===== src/rtl/chess_pkg.sv =====
// Shared chess definitions for the board-controller blocks.
//
// Contents:
//   - piece code constants (0 = empty, 1..6 white, 7..12 black, 13..15 illegal)
//   - player encoding (0 = white, 1 = black)
//   - pawn start ranks for the double step
//   - piece_type_t and decode_piece(): split a 4-bit board code into colour
//     and colour-independent piece type
package chess_pkg;

    localparam logic [3:0] PC_EMPTY  = 4'd0;
    localparam logic [3:0] PC_W_KING = 4'd6;
    localparam logic [3:0] PC_B_KING = 4'd12;
    // A black piece code is the white code plus this offset.
    localparam logic [3:0] PC_BLACK_OFFSET = 4'd6;

    localparam logic PLAYER_WHITE = 1'b0;
    localparam logic PLAYER_BLACK = 1'b1;

    localparam logic [2:0] WHITE_PAWN_RANK = 3'd1;
    localparam logic [2:0] BLACK_PAWN_RANK = 3'd6;

    typedef enum logic [2:0] {
        PT_NONE    = 3'd0,
        PT_PAWN    = 3'd1,
        PT_ROOK    = 3'd2,
        PT_KNIGHT  = 3'd3,
        PT_BISHOP  = 3'd4,
        PT_QUEEN   = 3'd5,
        PT_KING    = 3'd6,
        PT_ILLEGAL = 3'd7
    } piece_type_t;

    typedef struct packed {
        logic        colour;
        piece_type_t ptype;
    } piece_info_t;

    // Codes 13..15 decode as PT_ILLEGAL; they carry the black colour only
    // because their top bit is set, which is irrelevant for an illegal mover.
    function automatic piece_info_t decode_piece(input logic [3:0] code);
        piece_info_t info;
        logic [3:0]  black_code;
        black_code  = code - PC_BLACK_OFFSET;
        info.colour = PLAYER_WHITE;
        info.ptype  = PT_NONE;
        if (code == PC_EMPTY) begin
            info.ptype = PT_NONE;
        end else if (code <= PC_W_KING) begin
            info.ptype = piece_type_t'(code[2:0]);
        end else if (code <= PC_B_KING) begin
            info.colour = PLAYER_BLACK;
            info.ptype  = piece_type_t'(black_code[2:0]);
        end else begin
            info.colour = PLAYER_BLACK;
            info.ptype  = PT_ILLEGAL;
        end
        return info;
    endfunction

endpackage


===== src/rtl/piece_geometry.sv =====
// Combinational movement-shape check for one piece.
//
// Ports:
//   ptype            in  3  piece type (piece_type_t encoding)
//   colour           in  1  mover colour, selects pawn direction
//   src_x            in  3  source rank, for the pawn double step
//   dx, dy           in  4  signed destination minus source
//   geom_ok          out 1  shape is legal for this piece (and not a null move)
//   needs_empty_dest out 1  pawn straight move: destination must be empty
//   needs_capture    out 1  pawn diagonal: destination must hold an opponent
//   step_x, step_y   out 3  per-square path step, two's complement (-1/0/+1)
//   path_len         out 3  number of intermediate squares to scan
module piece_geometry
    import chess_pkg::*;
(
    input  logic [2:0] ptype,
    input  logic       colour,
    input  logic [2:0] src_x,
    input  logic [3:0] dx,
    input  logic [3:0] dy,
    output logic       geom_ok,
    output logic       needs_empty_dest,
    output logic       needs_capture,
    output logic [2:0] step_x,
    output logic [2:0] step_y,
    output logic [2:0] path_len
);

    logic [2:0] adx, ady, amax;
    logic       moved;
    logic       shape_ok;
    logic [3:0] pawn_one, pawn_two;
    logic [2:0] pawn_rank;

    // |d| never exceeds 7, so negating the low three bits is exact.
    assign adx  = dx[3] ? (3'd0 - dx[2:0]) : dx[2:0];
    assign ady  = dy[3] ? (3'd0 - dy[2:0]) : dy[2:0];
    assign amax = (adx > ady) ? adx : ady;

    assign moved = (dx != 4'd0) || (dy != 4'd0);

    assign step_x = (dx == 4'd0) ? 3'd0 : (dx[3] ? 3'b111 : 3'b001);
    assign step_y = (dy == 4'd0) ? 3'd0 : (dy[3] ? 3'b111 : 3'b001);

    // White pawns advance towards higher ranks, black towards lower.
    assign pawn_one  = (colour == PLAYER_BLACK) ? 4'b1111 : 4'b0001;
    assign pawn_two  = (colour == PLAYER_BLACK) ? 4'b1110 : 4'b0010;
    assign pawn_rank = (colour == PLAYER_BLACK) ? BLACK_PAWN_RANK : WHITE_PAWN_RANK;

    always_comb begin
        shape_ok         = 1'b0;
        needs_empty_dest = 1'b0;
        needs_capture    = 1'b0;
        path_len         = 3'd0;
        case (ptype)
            PT_ROOK: begin
                shape_ok = (adx == 3'd0) || (ady == 3'd0);
                path_len = amax - 3'd1;
            end
            PT_BISHOP: begin
                shape_ok = (adx == ady);
                path_len = amax - 3'd1;
            end
            PT_QUEEN: begin
                shape_ok = (adx == 3'd0) || (ady == 3'd0) || (adx == ady);
                path_len = amax - 3'd1;
            end
            PT_KING: begin
                shape_ok = (adx <= 3'd1) && (ady <= 3'd1);
            end
            PT_KNIGHT: begin
                shape_ok = ((adx == 3'd1) && (ady == 3'd2)) ||
                           ((adx == 3'd2) && (ady == 3'd1));
            end
            PT_PAWN: begin
                if ((dx == pawn_one) && (ady <= 3'd1)) begin
                    shape_ok         = 1'b1;
                    needs_empty_dest = (ady == 3'd0);
                    needs_capture    = (ady != 3'd0);
                end else if ((dx == pawn_two) && (ady == 3'd0) && (src_x == pawn_rank)) begin
                    shape_ok         = 1'b1;
                    needs_empty_dest = 1'b1;
                    path_len         = 3'd1;
                end
            end
            default: begin
                shape_ok = 1'b0;
            end
        endcase
        // A null move is never legal; path_len is don't-care when this is 0.
        geom_ok = shape_ok && moved;
    end

endmodule


===== src/rtl/move_validator.sv =====
// Destination-validation responder for the board controller.
//
// On a start request the move is latched, its shape checked, then the
// destination and any intermediate squares are read one at a time through
// the shared square-read port (one-cycle read latency) and judged.
//
// Ports:
//   clk                       system clock
//   reset                     synchronous, active-low
//   start                     level request; dropping it aborts to idle
//   current_player            0 = white, 1 = black
//   piece_to_move             mover's piece code
//   piece_x, piece_y          source square (x = rank, y = file)
//   move_x, move_y            destination square
//   validate_square           board read data, one cycle after the address
//   validate_x, validate_y    registered board read address
//   done                      result available, held until start falls
//   valid                     move legal (meaningful while done = 1)
//
// Build option: define MOVE_VALIDATOR_OWNERSHIP_EN to also reject a mover
// whose colour differs from current_player.
module move_validator
    import chess_pkg::*;
#(
    parameter int ROWS = 8
) (
    input  logic       clk,
    input  logic       reset,
    input  logic       start,
    input  logic       current_player,
    input  logic [3:0] piece_to_move,
    input  logic [2:0] piece_x,
    input  logic [2:0] piece_y,
    input  logic [2:0] move_x,
    input  logic [2:0] move_y,
    input  logic [3:0] validate_square,
    output logic [2:0] validate_x,
    output logic [2:0] validate_y,
    output logic       done,
    output logic       valid
);

    typedef enum logic [2:0] {
        S_IDLE,
        S_GEOM,
        S_READ_DEST,
        S_CHECK_DEST,
        S_PATH_READ,
        S_PATH_CHECK,
        S_DONE
    } state_t;

    state_t     state_reg, state_next;
    logic [3:0] piece_reg, piece_next;
    logic [2:0] px_reg, px_next, py_reg, py_next;
    logic [2:0] mx_reg, mx_next, my_reg, my_next;
    logic [2:0] addr_x_reg, addr_x_next, addr_y_reg, addr_y_next;
    logic [2:0] remain_reg, remain_next;
    logic       result_reg, result_next;
    logic       done_reg, done_next;
    logic       valid_reg, valid_next;

    piece_info_t mover_info, square_info;
    logic [3:0]  dx, dy;
    logic        geom_ok, needs_empty_dest, needs_capture;
    logic [2:0]  step_x, step_y, path_len;
    logic        owner_reject, off_board, geom_reject;
    logic        occupied, dest_reject;

    assign mover_info  = decode_piece(piece_reg);
    assign square_info = decode_piece(validate_square);

    assign dx = {1'b0, mx_reg} - {1'b0, px_reg};
    assign dy = {1'b0, my_reg} - {1'b0, py_reg};

    piece_geometry u_geom (
        .ptype            (mover_info.ptype),
        .colour           (mover_info.colour),
        .src_x            (px_reg),
        .dx               (dx),
        .dy               (dy),
        .geom_ok          (geom_ok),
        .needs_empty_dest (needs_empty_dest),
        .needs_capture    (needs_capture),
        .step_x           (step_x),
        .step_y           (step_y),
        .path_len         (path_len)
    );

`ifdef MOVE_VALIDATOR_OWNERSHIP_EN
    logic player_reg;

    always_ff @(posedge clk) begin
        if (!reset) begin
            player_reg <= PLAYER_WHITE;
        end else if (state_reg == S_IDLE && start) begin
            player_reg <= current_player;
        end
    end

    assign owner_reject = (mover_info.colour != player_reg);
`else
    // Colour is judged from the mover itself, so the player input is ignored.
    logic unused_player;
    assign unused_player = current_player;
    assign owner_reject  = 1'b0;
`endif

    // Only bites when the block is built for a board smaller than 8x8.
    assign off_board = (int'(mx_reg) >= ROWS) || (int'(my_reg) >= ROWS);

    assign geom_reject = (mover_info.ptype == PT_NONE) || (mover_info.ptype == PT_ILLEGAL) ||
                         !geom_ok || owner_reject || off_board;

    assign occupied    = (square_info.ptype != PT_NONE);
    assign dest_reject = (occupied && (square_info.colour == mover_info.colour)) ||
                         (occupied && needs_empty_dest) ||
                         (!occupied && needs_capture);

    always_comb begin
        state_next  = state_reg;
        piece_next  = piece_reg;
        px_next     = px_reg;
        py_next     = py_reg;
        mx_next     = mx_reg;
        my_next     = my_reg;
        addr_x_next = addr_x_reg;
        addr_y_next = addr_y_reg;
        remain_next = remain_reg;
        result_next = result_reg;

        case (state_reg)
            S_IDLE: begin
                if (start) begin
                    piece_next = piece_to_move;
                    px_next    = piece_x;
                    py_next    = piece_y;
                    mx_next    = move_x;
                    my_next    = move_y;
                    state_next = S_GEOM;
                end
            end
            S_GEOM: begin
                if (geom_reject) begin
                    result_next = 1'b0;
                    state_next  = S_DONE;
                end else begin
                    addr_x_next = mx_reg;
                    addr_y_next = my_reg;
                    state_next  = S_READ_DEST;
                end
            end
            S_READ_DEST: begin
                state_next = S_CHECK_DEST;
            end
            S_CHECK_DEST: begin
                if (dest_reject) begin
                    result_next = 1'b0;
                    state_next  = S_DONE;
                end else if (path_len == 3'd0) begin
                    result_next = 1'b1;
                    state_next  = S_DONE;
                end else begin
                    addr_x_next = px_reg + step_x;
                    addr_y_next = py_reg + step_y;
                    remain_next = path_len;
                    state_next  = S_PATH_READ;
                end
            end
            S_PATH_READ: begin
                state_next = S_PATH_CHECK;
            end
            S_PATH_CHECK: begin
                if (occupied) begin
                    result_next = 1'b0;
                    state_next  = S_DONE;
                end else if (remain_reg == 3'd1) begin
                    result_next = 1'b1;
                    state_next  = S_DONE;
                end else begin
                    addr_x_next = addr_x_reg + step_x;
                    addr_y_next = addr_y_reg + step_y;
                    remain_next = remain_reg - 3'd1;
                    state_next  = S_PATH_READ;
                end
            end
            S_DONE: begin
                state_next = S_DONE;
            end
            default: begin
                state_next = S_IDLE;
            end
        endcase

        // Losing the memory grant abandons whatever is in flight.
        if (state_reg != S_IDLE && !start) begin
            state_next = S_IDLE;
        end

        // Outputs trail entry into S_DONE by one edge and drop with start.
        done_next  = (state_reg == S_DONE) && start;
        valid_next = done_next && result_reg;
    end

    always_ff @(posedge clk) begin
        if (!reset) begin
            state_reg  <= S_IDLE;
            piece_reg  <= PC_EMPTY;
            px_reg     <= 3'd0;
            py_reg     <= 3'd0;
            mx_reg     <= 3'd0;
            my_reg     <= 3'd0;
            addr_x_reg <= 3'd0;
            addr_y_reg <= 3'd0;
            remain_reg <= 3'd0;
            result_reg <= 1'b0;
            done_reg   <= 1'b0;
            valid_reg  <= 1'b0;
        end else begin
            state_reg  <= state_next;
            piece_reg  <= piece_next;
            px_reg     <= px_next;
            py_reg     <= py_next;
            mx_reg     <= mx_next;
            my_reg     <= my_next;
            addr_x_reg <= addr_x_next;
            addr_y_reg <= addr_y_next;
            remain_reg <= remain_next;
            result_reg <= result_next;
            done_reg   <= done_next;
            valid_reg  <= valid_next;
        end
    end

    assign validate_x = addr_x_reg;
    assign validate_y = addr_y_reg;
    assign done       = done_reg;
    assign valid      = valid_reg;

endmodule


===== config.mk =====
export PLATFORM = sky130hd
export DESIGN_NAME = move_validator
export DESIGN_NICKNAME = d
export VERILOG_FILES = /design/src/rtl/chess_pkg.sv /design/src/rtl/piece_geometry.sv /design/src/rtl/move_validator.sv
export SDC_FILE = /design/constraint.sdc
export NUM_CORES = 1
export LEC_CHECK = 0
export CAP_MARGIN = 10
export CORE_ASPECT_RATIO = 0.9
export CORE_UTILIZATION = 57
export CTS_BUF_LIST = sky130_fd_sc_hd__clkbuf_16
export DETAILED_ROUTE_END_ITERATION = 7
export MAX_ROUTING_LAYER = met4
export PLACE_DENSITY = 0.85
export RECOVER_POWER = 100
export SKIP_CTS_REPAIR_TIMING = 1
export SYNTH_ARGS = -nofsm -noshare
export SYNTH_HDL_FRONTEND = slang
export SYNTH_SLANG_ARGS = --single-unit
export TNS_END_PERCENT = 10

===== constraint.sdc =====
create_clock -name clk -period 5.5 [get_ports clk]
set_input_delay 1.1 -clock clk [delete_from_list [all_inputs] [get_ports clk]]
set_output_delay 1.1 -clock clk [all_outputs]
set_load 0.005 [all_outputs]

**Word-level counts from Yosys, hierarchy flattened**

Cells that the tools add are included.

- Register bits: 31
- Latch bits: 0
- RAM bits: 0
- ROM bits: 0
- Input port bits: 24
- Output and inout bits: 8
- Logic and storage cells: 170
- Memories: 0

- Add/sub/neg operators: 12
- Multipliers: 0
- Div/mod/pow operators: 0
- Order comparisons: 7
- Eq/ne operators: 32
- Shifts and indexed selects: 0
- Mux-type cells: 60
- Bitwise logic cells: 1
- Reductions and logical operators: 46

Operator list:

| cell | count |
|---|---|
| $mux 3 | 31 |
| $eq 3x3->1 const B | 7 |
| $pmux 3 s7 | 1 |
| $eq 3x2->1 const B | 6 |
| $pmux 3 s3 | 2 |
| $logic_not 4->1 | 4 |
| $mux 1 | 16 |
| $eq 3x1->1 const B | 5 |
| $logic_not 3->1 | 5 |
| $ne 2x2->1 const B | 7 |
| $logic_and 1x1->1 | 13 |
| $add 3x3->3 | 4 |
| $pmux 3 s2 | 2 |
| $reduce_bool 3->1 | 4 |
| $eq 4x4->1 | 2 |
| $le 4x3->1 const B | 2 |
| $le 4x4->1 const B | 2 |
| $logic_or 1x1->1 | 8 |
| $mux 2 | 4 |
| $mux 4 | 2 |
| $reduce_bool 4->1 | 2 |
| $sub 3x3->4 | 2 |
| $eq 3x3->1 | 2 |
| $le 3x1->1 const B | 2 |
| other kinds (17) | 23 |

**Depth between registers and ports, before layout**

Gate-level depths: netlist of the first run.

- Depth after elaboration: 15
- Mapped depth: 17
- Mapped depth without buffers: 16

**By module**

From an unflattened synthesis of the first run, not the netlist that was laid out.

- Cell total of the unflattened synthesis: 326
- Area total of the unflattened synthesis: 2612.5 um^2

By module, submodules not included:

| module | times used | cells an instance | area an instance (um^2) | sequential area each (um^2) |
|---|---|---|---|---|
| move_validator | 1 | 244 | 2029.4 | 620.6 |
| piece_geometry | 1 | 82 | 583.1 | 0.0 |

**Worst setup path before layout of the first run**

OpenSTA, ideal clock, no wires.

- Path kind: reg2reg
- Start point: register mx_reg[0]
- End point: register state_reg[1]
- Library setup time: 0.117 ns
- Data arrival time: 4.050 ns
- Required time: 5.383 ns
- Path slack: 1.333 ns
- Cell stages (with the launch flop): 17
- Path buffers: 0
- Clock period less this slack: 4.167 ns
- Cells stage by stage: dfxtp_1 > inv_1 > ha_1 > fa_1 > ha_1 > or3b_1 > o31ai_4 > xor2_4 > maj3_2 > mux2i_2 > inv_1 > ha_1 > xnor2_1 > nor2_1 > a311o_1 > a221o_2 > nor3b_1

- Word-level cells in the longest chain between the ends: 12
- Elaborated cells between the ends (all ways): 27
- Those cells by class: add/sub: 3; order compare: 1; eq/ne: 2; mux: 13; reduce/logical: 8

Ends and longest elaborated chain:

| item | RTL line | RTL |
|---|---|---|
| from (decl) | move_validator.sv:56 | `logic [2:0] mx_reg, mx_next, my_reg, my_next;` |
| from (signal assigned) | move_validator.sv:224 | `mx_reg <= mx_next;` |
| $sub 3x3->4 * | move_validator.sv:73 | `assign dx = {1'b0, mx_reg} - {1'b0, px_reg};` |
| parallel branches: the longest is 9 deep, another holds $sub 1x3->3 | -- |  |
| $mux 2 * | move_validator.sv:157 | `if (dest_reject) begin` |
| $pmux 3 s7 * | move_validator.sv:132 | `case (state_reg)` |
| to (signal assigned) | move_validator.sv:220 | `state_reg <= state_next;` |
| to (decl) | move_validator.sv:53 | `state_t state_reg, state_next;` |

Mark *: on every way between the ends.
A chain may end at the register's enable or synchronous reset.

**Final worst setup path of the first run**

- Start point: register mx_reg[0]
- End point: register addr_y_reg[2], in the netlist validate_y[2]

- Word-level cells in the longest chain between the ends: 12
- Elaborated cells between the ends (all ways): 46
- Those cells by class: add/sub: 3; order compare: 2; eq/ne: 8; mux: 12; reduce/logical: 21

Ends and longest elaborated chain:

| item | RTL line | RTL |
|---|---|---|
| $sub 3x3->4 * | move_validator.sv:73 |  |
| parallel branches: the longest is 10 deep, another holds $sub 1x3->3 | -- |  |
| $reduce_and 6->1 (no source line) * | -- |  |
| to (signal assigned) | move_validator.sv:227 | `addr_y_reg <= addr_y_next;` |
| to (decl) | move_validator.sv:57 | `logic [2:0] addr_x_reg, addr_x_next, addr_y_reg, addr_y_next;` |

Marks and branches as above.

==> metrics.log, run 1 <==
INFO  metric path_class = reg2reg
INFO  metric post_route_clock_period_utilization = 0.877
INFO  metric placement.cell_area = around 3000 um^2
INFO  metric setup_viol_count_final = 0
INFO  metric finalInstanceArea = a little over 3000 um^2
INFO  metric cp-end-kind = flip-flop
INFO  metric dp_slack = 976 ps
INFO  metric die_width = 74.1 um
INFO  metric timing.critical_path.cells = inv_1 > ha_1 > fa_1 > ha_1 > or3b_1 > o31ai_4 > xor2_1 > maj3_1 > mux2i_2 > inv_1 > ha_1 > xnor2_1 > nor2_1 > a311o_1 > a31o_1 > mux2i_1
INFO  metric holdWs = 471 ps
INFO  metric htree_num_levels = 2
INFO  metric via_count = 2546
INFO  metric power.ir.vdd_worst = between 0.2 and 0.25 mV
INFO  metric placeableCoreArea = around 4500 um^2
INFO  metric detailedPlacementHpwl = 4640 um
INFO  metric p_leak = 1.31 nW
INFO  metric critical_path.reg2reg.startpoint = mx_reg[0]
INFO  metric yosys_warnings = 0
INFO  metric synth_common_cells = 64 x nand2_1, 31 x dfxtp_1, 27 x inv_1
INFO  metric number_of_global_route_vias_before_repair = 2476
INFO  metric route.antenna.remaining_nets = 0
INFO  metric critical_path.most_common_cell = ha_1
INFO  metric post-synth-top-area-fraction = 0.232
INFO  metric die_area = 4960 um^2
INFO  metric detail_route.drc_violations = 0
INFO  metric post_synth_edffs = 0
INFO  metric finish.net_count = 413
INFO  metric synth_xor_xnor_area_share = 0.0497
INFO  metric synth.area.mux_share = 0.0839
INFO  metric routed_wl = 6450 um
INFO  metric yosys.cell_types.count = 65
INFO  metric timing.critical_path.slowest_cell_delay = 530 ps
INFO  metric post_drt_wl_per_cell = roughly 15 um
INFO  metric r2r_setup_slack = between 600 and 700 ps
INFO  metric instances_no_fill = roughly 430
INFO  metric post_drt_via_cell_ratio = 5.91
INFO  metric max_freq = roughly 0.21 GHz
INFO  metric largest_register_ffs = 4
INFO  metric post-layout-total-power = around 0.84 mW
INFO  metric timing.critical_path.to = validate_y[2]
INFO  metric skew_pair_late_insertion_delay = ~280 ps
INFO  metric arrival = 4980 ps
INFO  metric synth_sequential_area_ratio = 0.232
INFO  metric yosys.area_share.simple = 0.231
INFO  metric drtPass1Iterations = 4
INFO  metric tightest_slew = 767 ps
INFO  metric netlist_top_cells_area = dfxtp_1 23%, nand2_1 9.0%, ha_1 8.0%, mux2i_1 5.6%, a21oi_1 4.9%
INFO  metric outcome = finished, final reports clean
INFO  metric syn_to_final_growth = 16.5%
INFO  metric cp_slowest_cell = fa_1
INFO  metric placement_rows = 23
INFO  metric antenna_violations_before_repair = 0
INFO  metric io_buffer_count = 30
INFO  metric synthAdderAreaFrac = 0.118
INFO  metric clock_tree.root_cell = clkbuf_16
INFO  metric synth_compound_gate_area_share = 0.219
INFO  metric start_util = 0.595
INFO  metric grt_start_max_net_pins = 19
INFO  metric clkSlewWorstSetupHoldPaths = 50 ps
INFO  metric netlist.top_cell.by_area = dfxtp_1
INFO  metric layout-drive-gt1-share = 0.0813
INFO  metric max_cap_viol_count = 0
INFO  metric timing.hold.worst.class = reg2reg
INFO  metric worst_r2r_path_depth = 16
INFO  metric multi_input_area = 1860 um^2
INFO  metric global_route_wire_length_before_repair = 11200 um
INFO  metric synth.ff_latch_count = 31
INFO  metric cts_max_path_buffers = 2
INFO  metric syn_inst = 341
INFO  metric rsz0062_at_grt = no
INFO  metric timing.final.crit_period = 4820 ps
INFO  metric synth.cell_area = approximately 2700 um^2
INFO  metric pin_count = 32
INFO  metric maxSlewHeadroom = 0.487
INFO  metric tritoncts = built
INFO  metric setup.worst_path.start = mx_reg[0]
INFO  metric async_reset_ff_frac = 0
INFO  metric reg2reg_end = validate_y[2]
INFO  metric postSynthNetCount = about 390
INFO  metric clock_sinks = 31
INFO  metric post-route-util = 0.693
INFO  metric skew = 4.14 ps
INFO  metric hold_viol_final = 0
INFO  metric postSynthAreaPerCell = ~7.8 um^2
INFO  metric synth-main-ff-cell = dfxtp_1
INFO  metric antenna-diode-count = 0
INFO  metric drt-initial-drc-count = 220
INFO  metric critical_path_start_type = flip-flop
INFO  metric final_layout_fill_cell_count = 400
INFO  metric seq_area = 621 um^2
INFO  metric globalplace.congestion = 0.967
INFO  metric final.setup.worst_slack = 678 ps
INFO  metric fin_setup_tns = 0 ps
INFO  metric number_of_cts_inserted_buffers = 5
INFO  metric worst-endpoint-required = 5660 ps
INFO  metric grt_use_total = 0.307
INFO  metric overflow = 0
INFO  metric main_combinational_cell_family_by_area_after_synthesis = simple AND/OR/NAND/NOR gates
INFO  metric crit_fanout = 7
INFO  metric placedCellCount = 423
INFO  metric die_height = 66.9 um
INFO  metric timing_max_transition_violations_final = 0
INFO  metric yosysMostFrequentCell = nand2_1
INFO  metric power.density_cell_area = 270 nW/um^2
layout by cell type, fill, tap and decap left out, types with 2 or more instances in the layout:
master / synthesis / routed
o21bai_1: 2 / 2
mux2_2: 4 / 4
nor2_1: 22 / 22
a311oi_1: 2 / 2
a311o_1: 2 / 2
nor3b_1: 3 / 3
a31o_2: 4 / 4
o221ai_1: 2 / 2
fa_1: 4 / 4
nor3_1: 6 / 6
nand2_1: 64 / 64
o21ai_1: 2 / 2
dfxtp_1: 31 / 31
dlygate4sd3_1: 1 / 9
and2_1: 5 / 4
or3_1: 2 / 2
inv_1: 27 / 28
nand3b_1: 3 / 3
and3_1: 2 / 2
nand3_1: 5 / 5
ha_1: 17 / 17
mux2i_1: 15 / 15
clkbuf_16: 0 / 5
clkdlybuf4s50_1: 0 / 21
nand2b_1: 5 / 5
a31oi_1: 5 / 5
xnor2_1: 10 / 10
nor4_1: 4 / 4
a21o_1: 2 / 2
o21ai_0: 15 / 15
a211oi_1: 3 / 3
o2111a_1: 2 / 2
a31oi_2: 2 / 2
a21oi_1: 26 / 26
xor2_1: 2 / 3
critical path, delay by kind of cell (launching register included):
kind,cells,cell delay [ps]
buffers and inverters,2,150
AO/OA/AOI/OAI,3,940
AND/OR/NAND/NOR,2,540
flip-flops,1,340
XOR/XNOR,2,750
adder cells (fa/ha/maj),5,1510
multiplexers,2,460
worst min path at each step:
stage	startpoint	to	slack, ps	depth (start not counted)
after floorplan	result_reg	valid	430	1
after global placement	mx_reg[0]	mx_reg[0]	460	2
after detailed placement	my_reg[0]	my_reg[0]	470	2
after CTS	my_reg[0]	my_reg[0]	470	2
after global routing	mx_reg[0]	mx_reg[0]	500	2
final	my_reg[0]	my_reg[0]	470	2
final cells by class:
cell class / instances / area share
flip-flops and latches: 31 / 0.199
well taps: 62 / 0.0249
repair buffers: 31 / 0.0989
clock inverters: 3 / 0.00523
clock buffers: 5 / 0.0402
multi-input cells: 271 / 0.598
inverters: 28 / 0.0338
cell families (layout without fill, tap and decap cells):
kind of cell / count (synthesis) / in the layout
AOI/OAI and AO/OA: 83 / 83
xor gates and xnor gates: 13 / 13
adders and majority gates: 23 / 23
buffers and inverters: 39 / 67
DFF: 31 / 31
muxes: 21 / 21
and+or+nand+nor: 131 / 131
metal layers:
metal,vias to the layer above,GRT usage,share of wire
li1,1258,-,-
met1,1209,0.370,0.46
met2,68,0.518,0.47
met3,11,0.0545,0.047
met4,0,0.0962,0.018
met5,-,-,0
where the power goes:
| group | switching (mW) | internal, mW |
|---|---|---|
| clock network | 0.102 | 0.165 |
| registers | 0.0138 | 0.235 |
| logic | 0.185 | 0.139 |
No activity file was read; power rests on OpenSTA's default activity.
==> inputs of run 2 (changes only) <==
- ABC_AREA: unset -> 1
- CORE_UTILIZATION: 57 -> 51
- PLACE_DENSITY: 0.85 -> 0.81
- clock period: 5.5 -> 3.9 ns (I/O delays scaled with it)
==> run 2 against run 1 <==
Flip-flop and latch count stayed put. Cell count is 23% higher. Total power rose by 85%. Sequential power is 45% higher. Count of clock-buffer cells in the layout is the same. Clock power increased by 40%. Highest routed layer unchanged.
==> metrics.log, run 2 <==
INFO  metric internal-power = 0.869 mW (+61%)
INFO  metric critical_path.reg2reg.startpoint = my_reg[0]
INFO  metric finish.net_count = 508 (+23%)
INFO  metric max_freq = 0.274 GHz (+32%)
INFO  metric post-synth-top-area-fraction = 0.229 (-0.00386)
INFO  metric hold_viol_final = 0 (unchanged)
INFO  metric die_height = 71.2 um (+6.4%)
INFO  metric p_leak = 1.52 nW (+17%)
INFO  metric hold_path.startpoint = result_reg
INFO  metric synth-main-ff-cell = dfxtp_1
INFO  metric fin_setup_tns = 0 ps (unchanged)
INFO  metric max_cap_viol_count = 0 (unchanged)
INFO  metric synth.cell_area = 2720 um^2 (+1.7%)
INFO  metric htree_num_levels = 2 (unchanged)
INFO  metric number_of_cts_inserted_buffers = 5 (unchanged)
INFO  metric detail_route.drc_violations = 0 (unchanged)
INFO  metric final_layout_fill_cell_count = 470 (+18%)
INFO  metric pin_count = 32 (unchanged)
INFO  metric timing_max_transition_violations_final = 0 (unchanged)
INFO  metric global_route_wire_length_before_repair = 11400 um (+1.9%)
INFO  metric grt_start_max_net_pins = 32 (+13)
INFO  metric post_route_clock_period_utilization = 0.937 (+0.0602)
INFO  metric switchingPower = 0.686 mW (+130%)
INFO  metric async_reset_ff_frac = 0 (unchanged)
INFO  metric yosysMostFrequentCell = nand2_1
INFO  metric die_area = 5620 um^2 (+13%)
INFO  metric number_of_global_route_vias_before_repair = 2586 (+4.4%)
INFO  metric detailedPlacementHpwl = 5020 um (+8.1%)
INFO  metric path_class = reg2reg
INFO  metric clock_tree.root_cell = clkbuf_16
INFO  metric tritoncts = built
INFO  metric maxSlewHeadroom = 0.407 (-0.0803)
INFO  metric power.ir.vdd_worst = 0.291 mV (+37%)
INFO  metric grt_use_total = 0.264 (-0.0426)
INFO  metric cts_max_path_buffers = 2 (unchanged)
INFO  metric syn_inst = 434 (+27%)
INFO  metric arrival = 3820 ps (-1160 ps)
INFO  metric largest_register_ffs = 4 (unchanged)
INFO  metric postSynthNetCount = 479 (+24%)
INFO  metric clock_sinks = 31 (unchanged)
INFO  metric start_util = 0.545 (-0.0501)
INFO  metric postSynthAreaPerCell = 6.26 um^2 (-20%)
INFO  metric hold_path_end = valid
INFO  metric drt-initial-drc-count = 165 (-25%)
INFO  metric synth_common_cells = 112 x nand2_1, 62 x inv_1, 45 x nor2_1
INFO  metric yosys_warnings = 0 (unchanged)
INFO  metric dp_slack = 168 ps (-808 ps)
INFO  metric skew = 4.33 ps (+0.197 ps)
INFO  metric via_count = 2797 (+9.9%)
INFO  metric drtPass1Iterations = 4 (unchanged)
INFO  metric critical_path_start_type = flip-flop
INFO  metric cp-end-kind = flip-flop
INFO  metric clkSlewWorstSetupHoldPaths = 50 ps (about the same)
INFO  metric crit_fanout = 8 (+1)
INFO  metric netlist.top_cell.by_area = dfxtp_1
INFO  metric reg2reg_end = validate_x[1]
INFO  metric final.setup.worst_slack = 246 ps (-432 ps)
INFO  metric layout.cells.most_common_list = 105 x nand2_1, 59 x inv_1, 45 x nor2_1
INFO  metric share_comb_of_total_power = 0.528 (+0.142)
INFO  metric synth.ff_latch_count = 31 (unchanged)
INFO  metric synth_sequential_area_ratio = 0.229 (-0.00386)
INFO  metric tightest_slew = 890 ps (+123 ps)
INFO  metric final_common_cell = nand2_1
INFO  metric post_drt_wl_per_cell = 12.6 um (-16%)
INFO  metric outcome = finished, final reports clean
INFO  metric io_buffer_count = 30 (unchanged)
INFO  metric overflow = 0 (unchanged)
INFO  metric yosys.cell_types.count = 38 (-42%)
INFO  metric min_delay_path_depth = 2 (unchanged)
INFO  metric globalplace.congestion = 0.872 (-9.9%)
INFO  metric antenna-diode-count = 0 (unchanged)
INFO  metric layout-drive-gt1-share = 0.114 (+0.0329)
INFO  metric pwr-share-clk = 0.240 (-0.078)
INFO  metric rsz0062_at_grt = no
INFO  metric timing.hold.worst.class = reg2reg
INFO  metric setup_viol_count_final = 0 (unchanged)
INFO  metric placeableCoreArea = 4980 um^2 (+11%)
INFO  metric post_synth_edffs = 0 (unchanged)
INFO  metric skew_pair_late_insertion_delay = 280 ps (about the same)
INFO  metric timing.final.crit_period = 3650 ps (-1170 ps)
INFO  metric worst-endpoint-required = 4060 ps (-1600 ps)
INFO  metric routed_wl = 6670 um (+3.5%)
INFO  metric power.share.sequential = 0.231 (-0.065)
INFO  metric r2r_setup_slack = 250 ps (-430 ps)
INFO  metric route.antenna.remaining_nets = 0 (unchanged)
INFO  metric antenna_violations_before_repair = 0 (unchanged)
INFO  metric placement_rows = 24 (+4.3%)
INFO  metric die_width = 78.9 um (+6.4%)
INFO  metric worst_r2r_path_depth = 25 (+9)
INFO  metric sw_frac_of_total = 0.441 (+0.0826)
INFO  metric power.density_cell_area = 479 nW/um^2 (+77%)
INFO  metric post_drt_via_cell_ratio = 5.29 (-10%)
INFO  metric netlist_top_cells_area = dfxtp_1 23%, nand2_1 15%, inv_1 8.6%, ha_1 7.8%, nand3_1 7.2%
INFO  metric syn_to_final_growth = 19.7%
## run 2: worst max path at each step
stage	from	slack [ps]	cells after the start	to
3_5_place_dp	mx_reg[0]	170	24	validate_x[1]
5_1_grt	mx_reg[0]	9	26	validate_y[2]
4_1_cts	py_reg[0]	130	24	validate_x[1]
3_3_place_gp	mx_reg[0]	260	24	validate_y[0]
6_report	my_reg[0]	250	25	validate_x[1]
2_1_floorplan	mx_reg[0]	580	25	validate_x[0]
## run 2: per-stage QoR
| stage | total power, mW | area [um^2] | hold slack [ps] | utilization | instances |
|---|---|---|---|---|---|
| after global placement | 1.09 | 3060 | 452 | 0.614 | 521 |
| final | 1.56 | 3250 | 464 | 0.652 | 529 |
| after global routing | 1.67 | 3250 | 504 | 0.652 | 529 |
| after detailed placement | 1.12 | 3060 | 455 | 0.614 | 521 |
| after floorplan | 0.959 | 2720 | 423 | - | 434 |
| after CTS | 1.51 | 3200 | 462 | 0.642 | 529 |
## run 2: logic make-up (layout without fill, tap and decap cells)
family / count (synthesis) / after routing / synth area share
DFF: 31 / 31 / 0.229
xor gates and xnor gates: 8 / 8 / 0.0286
AOI/OAI and AO/OA: 72 / 72 / 0.144
and+or+nand+nor: 230 / 230 / 0.387
adders and majority gates: 21 / 21 / 0.108
buffers and inverters: 72 / 102 / 0.104
## run 2: power groups by stage
stage,logic [mW],clock network [mW],registers [mW]
after global routing,0.916,0.393,0.363
after CTS,0.768,0.380,0.359
final,0.821,0.374,0.360
after detailed placement,0.752,0,0.365
after global placement,0.728,0,0.365
after floorplan,0.597,0,0.361
## run 2: layout make-up
cell class | count | area [um^2] | area share
clock buffers | 5 | 125 | 0.0385
clock inverters | 3 | 15.0 | 0.00462
inverters | 63 | 236 | 0.0727
multi-input cells | 331 | 1860 | 0.574
flip-flops and latches | 31 | 621 | 0.191
well taps | 65 | 81.3 | 0.0250
repair buffers | 31 | 308 | 0.0947
## run 2: worst max-delay path, cell delays in order (launching register included)
cell     delay [ps]
dfxtp_1         300
inv_1            50
ha_2            180
fa_1            500
ha_1            230
inv_2            90
nand3_1          80
nand2_1          70
nand2_1          80
nand2_1         130
nand2_2          90
nand2_2         100
nand3_1          80
nand2_2          90
nand3_2          80
and2_0          160
ha_1            180
or2_2           300
nand3_2          70
nand2_1          70
inv_2            70
nand4_2         110
nand3_4         210
nand2_1          70
nand2_1          60
nor2_1           50
## run 2: routing by layer
layer / routed length [um] / global-route usage / share of wire / up-vias
met2: 3090 / 0.433 / 0.46 / 89
met5: 0 / - / 0 / -
met1: 2980 / 0.334 / 0.45 / 1248
met4: 170 / 0.0949 / 0.025 / 0
li1: - / - / - / 1444
met3: 432 / 0.0357 / 0.065 / 16
